`src/rtl/cursor_pkg.sv`:
```
// Shared cursor definitions: direction codes, FSM state encoding, default screen bounds and step arithmetic.
// Optional feature macro: CURSOR_WRAP_EN (wrap to the opposite bound instead of clamping).
package cursor_pkg;

  typedef logic [1:0] dir_t;
  localparam dir_t DIR_LEFT  = 2'd0;
  localparam dir_t DIR_RIGHT = 2'd1;
  localparam dir_t DIR_UP    = 2'd2;
  localparam dir_t DIR_DOWN  = 2'd3;

  typedef logic [1:0] state_t;
  localparam state_t ST_IDLE   = 2'd0;
  localparam state_t ST_DELAY  = 2'd1;
  localparam state_t ST_REPEAT = 2'd2;

  localparam int X_W = 10;
  localparam int Y_W = 9;

  localparam int X_MIN_DEF  = 0;
  localparam int X_MAX_DEF  = 630;
  localparam int Y_MIN_DEF  = 0;
  localparam int Y_MAX_DEF  = 470;
  localparam int X_INIT_DEF = 120;
  localparam int Y_INIT_DEF = 40;

  // 11-bit arithmetic keeps pos - stp from wrapping below zero before the bound test.
  function automatic logic [10:0] step_pos(input logic [10:0] pos,
                                           input logic [10:0] lo,
                                           input logic [10:0] hi,
                                           input logic [10:0] stp,
                                           input logic        inc);
`ifdef CURSOR_WRAP_EN
    if (inc) step_pos = (pos > hi - stp) ? lo : pos + stp;
    else     step_pos = (pos < lo + stp) ? hi : pos - stp;
`else
    if (inc) step_pos = (pos <= hi - stp) ? pos + stp : hi;
    else     step_pos = (pos >= lo + stp) ? pos - stp : lo;
`endif
  endfunction

endpackage

```
`src/rtl/cursor_move_ctrl_if.sv`:
```
// Button/freeze inputs and registered cursor position outputs of the wand cursor controller.
// master drives buttons (board/bench side); slave is the controller.
interface cursor_move_ctrl_if;

  logic                        up;
  logic                        down;
  logic                        left;
  logic                        right;
  logic                        freeze;
  logic [cursor_pkg::X_W-1:0]  x;
  logic [cursor_pkg::Y_W-1:0]  y;
  logic                        move_valid;
  cursor_pkg::dir_t            dir;

  modport master (
    output up, down, left, right, freeze,
    input  x, y, move_valid, dir
  );

  modport slave (
    input  up, down, left, right, freeze,
    output x, y, move_valid, dir
  );

endinterface

```
`src/rtl/cursor_tick_gen.sv`:
```
// Free-running divider: tick is high for one cycle every TICK_CYCLES clk cycles (count TICK_CYCLES-1).
// Also used for sparkle animation timing.
module cursor_tick_gen #(
  parameter int TICK_CYCLES = 2000000
) (
  input  logic clk,
  input  logic reset,
  output logic tick
);

  localparam int            CW   = (TICK_CYCLES > 2) ? $clog2(TICK_CYCLES) : 1;
  localparam logic [CW-1:0] LAST = CW'(TICK_CYCLES - 1);

  logic [CW-1:0] cnt;

  assign tick = (cnt == LAST);

  always_ff @(posedge clk) begin
    if (reset)     cnt <= '0;
    else if (tick) cnt <= '0;
    else           cnt <= cnt + CW'(1);
  end

endmodule

```
`src/rtl/cursor_move_ctrl.sv`:
```
// Wand cursor movement: synchronised active-low buttons, fixed-priority arbitration, tick-paced steps
// with hold auto-repeat and bound clamping (or wrapping when CURSOR_WRAP_EN is defined).
module cursor_move_ctrl import cursor_pkg::*; #(
  parameter int TICK_CYCLES  = 2000000,
  parameter int STEP         = 10,
  parameter int REPEAT_DELAY = 3,
  parameter int X_MIN        = X_MIN_DEF,
  parameter int X_MAX        = X_MAX_DEF,
  parameter int Y_MIN        = Y_MIN_DEF,
  parameter int Y_MAX        = Y_MAX_DEF,
  parameter int X_INIT       = X_INIT_DEF,
  parameter int Y_INIT       = Y_INIT_DEF
) (
  input  logic              clk,
  input  logic              reset,
  cursor_move_ctrl_if.slave bus
);

  localparam int            RW      = $clog2(REPEAT_DELAY + 1);
  localparam logic [RW-1:0] RD_LOAD = RW'(REPEAT_DELAY);

  logic              tick;
  logic [3:0]        sync1;
  logic [3:0]        sync2;
  logic [3:0]        req;
  logic              win_vld;
  dir_t              win_dir;

  state_t            state;
  state_t            state_n;
  logic [RW-1:0]     rdly_cnt;
  logic [RW-1:0]     rdly_n;
  dir_t              held_dir;
  dir_t              held_n;
  logic              do_move;

  logic [X_W-1:0]    x_q;
  logic [Y_W-1:0]    y_q;
  logic              move_valid_q;
  dir_t              dir_q;
  logic [10:0]       nx;
  logic [10:0]       ny;
  logic              changed;

  cursor_tick_gen #(
    .TICK_CYCLES (TICK_CYCLES)
  ) u_tick (
    .clk   (clk),
    .reset (reset),
    .tick  (tick)
  );

  // Bit order {left, right, up, down}; flops reset to 1 so nothing reads as pressed.
  assign req     = ~sync2;
  assign win_vld = |req;

  always_comb begin
    win_dir = DIR_DOWN;
    if (req[3])      win_dir = DIR_LEFT;
    else if (req[2]) win_dir = DIR_RIGHT;
    else if (req[1]) win_dir = DIR_UP;
  end

  always_comb begin
    state_n = state;
    rdly_n  = rdly_cnt;
    held_n  = held_dir;
    do_move = 1'b0;
    if (bus.freeze) begin
      state_n = ST_IDLE;
    end else if (tick) begin
      if (!win_vld) begin
        state_n = ST_IDLE;
      end else if (state == ST_IDLE || win_dir != held_dir) begin
        do_move = 1'b1;
        held_n  = win_dir;
        rdly_n  = RD_LOAD;
        state_n = ST_DELAY;
      end else if (state == ST_DELAY) begin
        // The tick that exhausts the delay only arms repeat; the next tick moves.
        rdly_n = rdly_cnt - RW'(1);
        if (rdly_cnt == RW'(1)) state_n = ST_REPEAT;
      end else begin
        do_move = 1'b1;
      end
    end
  end

  always_comb begin
    nx = {1'b0, x_q};
    ny = {2'b00, y_q};
    case (win_dir)
      DIR_LEFT:  nx = step_pos({1'b0, x_q}, 11'(X_MIN), 11'(X_MAX), 11'(STEP), 1'b0);
      DIR_RIGHT: nx = step_pos({1'b0, x_q}, 11'(X_MIN), 11'(X_MAX), 11'(STEP), 1'b1);
      DIR_UP:    ny = step_pos({2'b00, y_q}, 11'(Y_MIN), 11'(Y_MAX), 11'(STEP), 1'b0);
      DIR_DOWN:  ny = step_pos({2'b00, y_q}, 11'(Y_MIN), 11'(Y_MAX), 11'(STEP), 1'b1);
    endcase
  end

  assign changed = (nx != {1'b0, x_q}) || (ny != {2'b00, y_q});

  always_ff @(posedge clk) begin
    if (reset) begin
      sync1        <= 4'hF;
      sync2        <= 4'hF;
      state        <= ST_IDLE;
      rdly_cnt     <= '0;
      held_dir     <= DIR_LEFT;
      x_q          <= X_W'(X_INIT);
      y_q          <= Y_W'(Y_INIT);
      move_valid_q <= 1'b0;
      dir_q        <= DIR_LEFT;
    end else begin
      sync1        <= {bus.left, bus.right, bus.up, bus.down};
      sync2        <= sync1;
      state        <= state_n;
      rdly_cnt     <= rdly_n;
      held_dir     <= held_n;
      move_valid_q <= 1'b0;
      if (do_move) begin
        // Direction records the attempt even when a clamp leaves the position unchanged.
        dir_q        <= win_dir;
        move_valid_q <= changed;
        x_q          <= X_W'(nx);
        y_q          <= Y_W'(ny);
      end
    end
  end

  assign bus.x          = x_q;
  assign bus.y          = y_q;
  assign bus.move_valid = move_valid_q;
  assign bus.dir        = dir_q;

endmodule

```
`src/flat_wrapper.sv`:
```
// flat-port wrapper written by rule: the top's interface ports become plain ports
module cursor_move_ctrl_flat import cursor_pkg::*;
#(
  parameter int TICK_CYCLES  = 2000000,
  parameter int STEP         = 10,
  parameter int REPEAT_DELAY = 3,
  parameter int X_MIN        = X_MIN_DEF,
  parameter int X_MAX        = X_MAX_DEF,
  parameter int Y_MIN        = Y_MIN_DEF,
  parameter int Y_MAX        = Y_MAX_DEF,
  parameter int X_INIT       = X_INIT_DEF,
  parameter int Y_INIT       = Y_INIT_DEF
)
  (clk, reset, bus_up, bus_down, bus_left, bus_right, bus_freeze, bus_x, bus_y, bus_move_valid, bus_dir);
  cursor_move_ctrl_if bus_i ();
  input  logic clk;
  input  logic reset;
  input wire logic [$bits(bus_i.up)-1:0] bus_up;
  input wire logic [$bits(bus_i.down)-1:0] bus_down;
  input wire logic [$bits(bus_i.left)-1:0] bus_left;
  input wire logic [$bits(bus_i.right)-1:0] bus_right;
  input wire logic [$bits(bus_i.freeze)-1:0] bus_freeze;
  output wire logic [$bits(bus_i.x)-1:0] bus_x;
  output wire logic [$bits(bus_i.y)-1:0] bus_y;
  output wire logic [$bits(bus_i.move_valid)-1:0] bus_move_valid;
  output wire logic [$bits(bus_i.dir)-1:0] bus_dir;
  assign bus_i.up = bus_up;
  assign bus_i.down = bus_down;
  assign bus_i.left = bus_left;
  assign bus_i.right = bus_right;
  assign bus_i.freeze = bus_freeze;
  assign bus_x = bus_i.x;
  assign bus_y = bus_i.y;
  assign bus_move_valid = bus_i.move_valid;
  assign bus_dir = bus_i.dir;
  cursor_move_ctrl #(.TICK_CYCLES(TICK_CYCLES), .STEP(STEP), .REPEAT_DELAY(REPEAT_DELAY), .X_MIN(X_MIN), .X_MAX(X_MAX), .Y_MIN(Y_MIN), .Y_MAX(Y_MAX), .X_INIT(X_INIT), .Y_INIT(Y_INIT)) u_core (.clk(clk), .reset(reset), .bus(bus_i));
endmodule
```
`config.mk`:
```
export PLATFORM = sky130hd
export DESIGN_NAME = cursor_move_ctrl_flat
export DESIGN_NICKNAME = d
export VERILOG_FILES = /design/src/rtl/cursor_pkg.sv /design/src/rtl/cursor_move_ctrl_if.sv /design/src/rtl/cursor_tick_gen.sv /design/src/rtl/cursor_move_ctrl.sv /design/src/flat_wrapper.sv
export SDC_FILE = /design/constraint.sdc
export NUM_CORES = 1
export LEC_CHECK = 0
export ABC_AREA = 1
export BUFFER_PORTS_ARGS = -buffer_cell sky130_fd_sc_hd__buf_2
export CAP_MARGIN = 20
export CORE_MARGIN = 8
export CORE_UTILIZATION = 35
export DETAILED_ROUTE_END_ITERATION = 8
export GPL_ROUTABILITY_DRIVEN = 0
export PLACE_DENSITY = 0.56
export SYNTH_ARGS = -nofsm -noshare
export SYNTH_HDL_FRONTEND = slang
export SYNTH_SLANG_ARGS = --single-unit
export TNS_END_PERCENT = 5
```
`constraint.sdc`:
```
create_clock -name clk -period 3.8 [get_ports clk]
set_clock_uncertainty 0.2 [all_clocks]
set_input_delay 0.38 -clock clk [delete_from_list [all_inputs] [get_ports clk]]
set_output_delay 0.38 -clock clk [all_outputs]
set_load 0.02 [all_outputs]
```
==> impl_metrics.env <==
export IMPL_outcome="finished, final reports clean"
export IMPL_crit_chain="nand2_4 > inv_2 > nand2_1 > inv_1 > nand3_1 > nand4_1 > nand2_1 > a21oi_1 > nand3_1 > nor2_1 > nor2_1"
export IMPL_wl_met2_mm=4.76
export IMPL_r2r_setup_slack_ns=1.30
export IMPL_clock_root_buffer="clkbuf_16"
export IMPL_fp_row_count=38
export IMPL_grt_use_total=0.139
export IMPL_p_comb_frac=0.065
export IMPL_post_cts_setup_buffer_count=0
export IMPL_wl_mm=10.0
export IMPL_drtIter0Drc=235
export IMPL_p_leak_nw=1.93
export IMPL_clkPwrFrac=0.542
export IMPL_antenna_found_initial=0
export IMPL_finalSetupTns_ns=0
export IMPL_min_path_type="primary input to flop"
export IMPL_synth_top_cell_area_share=0.289
export IMPL_num_vias=3844
export IMPL_cts_resized=0
export IMPL_yosys_area_top_type="dfxtp_1"
export IMPL_swShare=0.245
export IMPL_ir_drop_mv=0.337
export IMPL_hold_buffers=0
export IMPL_worst_path_max_delay_cell="dfxtp_1"
export IMPL_dr_wl_met3_um=539
export IMPL_grt_overflow=0
export IMPL_startpoint_type="flop"
export IMPL_rsz0062_at_grt="false"
export IMPL_whs_ns=0.0268
export IMPL_initial_core_util=0.361
export IMPL_final_layout_size_suffix_gt1_frac=0.191
export IMPL_die_x_um=122
export IMPL_final_period_utilization=0.657
export IMPL_pwr_density_cell_mw_per_mm2=348
export IMPL_critPathArrivalTime_ns=2.52
export IMPL_synth_edff_count=0
export IMPL_ant_nets=0
export IMPL_pwr_share_seq=0.393
export IMPL_timing_fmax_mhz=400
export IMPL_cts_max_path_buffers=2
export IMPL_cts_tree="built"
export IMPL_dp_hpwl_mm=7.46
export IMPL_worstMarginPinSlew_ns=0.577
export IMPL_top_layer="met4"
export IMPL_drcViolationCount=0
export IMPL_syn_nets=607
export IMPL_setup_violations=0
export IMPL_cts_sinks=57
export IMPL_syn_to_final_growth_pct=12.7
export IMPL_slowest_delay_ns=0.41
export IMPL_wl_met1_mm=4.63
export IMPL_internal_power_mw=1.17
export IMPL_cap_violations=0
export IMPL_hold_viol_final=0
export IMPL_p_switching_uw=379
export IMPL_grt_pass1_vias=3739
export IMPL_yosysSeqAreaShare=0.289
export IMPL_cts_buffers=9
export IMPL_grt_max_degree=25
export IMPL_yosysMostFrequentCell="nand2_1"
export IMPL_synthCells=592
export IMPL_min_period_ns=2.50
export IMPL_firstDrtPassIters=4
export IMPL_clkTransAtPathRegs_ns=0.05
export IMPL_crit_buf_inv=2
export IMPL_fin_util=0.407
export IMPL_port_buffers=28
export IMPL_total_power_mw=1.55
export IMPL_htreeDepth=3
export IMPL_io_pins=29
export IMPL_crit_fanout=24
export IMPL_synthTopCellsByArea="dfxtp_1 (29%), nand2_1 (13%), nand3_1 (6.2%), inv_1 (6.1%), nor2_1 (5.0%)"
export IMPL_die_area_mm2=0.0149
export IMPL_die_h_um=122
export IMPL_relSlewSlack=0.615
export IMPL_worstPathRequired_ns=3.82
export IMPL_worstSkewPairLatency_ns=0.33
export IMPL_core_area_mm2=0.0109
export IMPL_ys_types=47
export IMPL_path_class="flop to flop"
export IMPL_diodes=0
export IMPL_synth_flop_cell="dfxtp_1"
export IMPL_critical_path_top_delay_family="simple AND/OR/NAND/NOR gates"
export IMPL_grt_pass1_wl_mm=17.1
export IMPL_ys_async_sr_fraction=0
export IMPL_synth_seq_cells=57
export IMPL_fin_nets=627
export IMPL_synth_avg_cell_area_um2=6.67
export IMPL_viasPerCell=5.08
export IMPL_ys_warn_count=0
export IMPL_critPathCaptureType="flop"
export IMPL_synth_common_cells="nand2_1 (137), inv_1 (64), dfxtp_1 (57)"
export IMPL_maxSlewViolCount=0
export IMPL_wire_per_inst_um=13.2
export IMPL_synth_area_mm2=0.00395
[path summary, 6_finish.rpt]
kind                               from                               end  depth (start not counted)
min reg2reg  u_core.sync1[1]$_SDFF_PP1_        u_core.sync2[1]$_SDFF_PP1_                          1
max reg2reg  u_core.sync2[3]$_SDFF_PP1_  u_core.bus.move_valid$_SDFF_PP0_                         11
max          u_core.sync2[3]$_SDFF_PP1_  u_core.bus.move_valid$_SDFF_PP0_                         11
min                            bus_down        u_core.sync1[0]$_SDFF_PP1_                          2
[area by class of cell]
type,count,area (µm²)
fill,1144,6490
multi-input combinational,440,2390
sequential,57,1140
inverter,76,288
clock buffer,10,239
tap,140,175
timing repair buffer,28,140
clock inverter,6,75.1
[registers in the layout, indices dropped and copies added (netlist names)]
signal	count
u_core.rdly_cnt	2
u_core.sync2	4
u_core.bus.dir	2
u_core.bus.x	10
u_core.sync1	4
u_core.bus.move_valid	1
u_core.bus.y	9
u_core.state	2
u_core.held_dir	2
u_core.u_tick.cnt	21
[per-stage QoR]
stage                     setup slack [ns]  cells  instance area, µm²
after floorplan                       1.58    592                3950
after global placement                1.38    741                4140
after detailed placement              1.34    741                4140
after CTS                             1.33    757                4450
after global routing                  1.05    757                4450
final                                 1.30    757                4450
[per-layer routing]
metal / GRT usage / vias up
met4: 0.0404 / 0
met5: 0 / -
li1: - / 1978
met3: 0.0367 / 8
met2: 0.241 / 82
met1: 0.166 / 1776
[cells by family (layout without fill, tap and decap cells)]
group | after synthesis | count (layout) | synth area share
flip-flops | 57 | 57 | 0.289
AO/OA/AOI/OAI | 101 | 101 | 0.157
AND/OR/NAND/NOR | 317 | 317 | 0.392
adder cells (fa/ha/maj) | 8 | 8 | 0.0253
buffers and inverters | 95 | 120 | 0.106
XOR/XNOR | 14 | 14 | 0.0311
[worst reg2reg max path, cell delays in order (launching register included)]
cell,delay [ns]
dfxtp_1,0.41
nand2_4,0.22
inv_2,0.41
nand2_1,0.17
inv_1,0.25
nand3_1,0.15
nand4_1,0.11
nand2_1,0.05
a21oi_1,0.16
nand3_1,0.09
nor2_1,0.10
nor2_1,0.04
[placed cells by master, fill, tap and decap left out, types with 5 or more instances in the layout]
| master | synthesis | layout |
|---|---|---|
| a211oi_2 | 5 | 5 |
| a21oi_1 | 30 | 30 |
| a21oi_2 | 5 | 5 |
| buf_2 | 4 | 28 |
| clkbuf_16 | 0 | 9 |
| dfxtp_1 | 57 | 57 |
| ha_1 | 8 | 8 |
| inv_1 | 64 | 64 |
| inv_2 | 10 | 10 |
| nand2_1 | 137 | 137 |
| nand2_2 | 8 | 8 |
| nand2_4 | 5 | 5 |
| nand3_1 | 49 | 49 |
| nand4_1 | 18 | 18 |
| nor2_1 | 53 | 53 |
| nor2_2 | 13 | 13 |
| o211ai_1 | 5 | 5 |
| o21ai_0 | 29 | 29 |
| o21ai_1 | 12 | 12 |
| or2_2 | 9 | 9 |
| xor2_1 | 13 | 13 |
[power by group through the flow]
stage / Combinational (mW) / Sequential, mW / Clock (mW)
floorplan: 0.0772 / 0.621 / 0
global placement: 0.0978 / 0.621 / 0
detailed placement: 0.0991 / 0.622 / 0
CTS: 0.0994 / 0.608 / 0.862
global route: 0.113 / 0.609 / 0.885
finish: 0.100 / 0.608 / 0.839
Note: power is estimated with default switching activity, not from simulation.
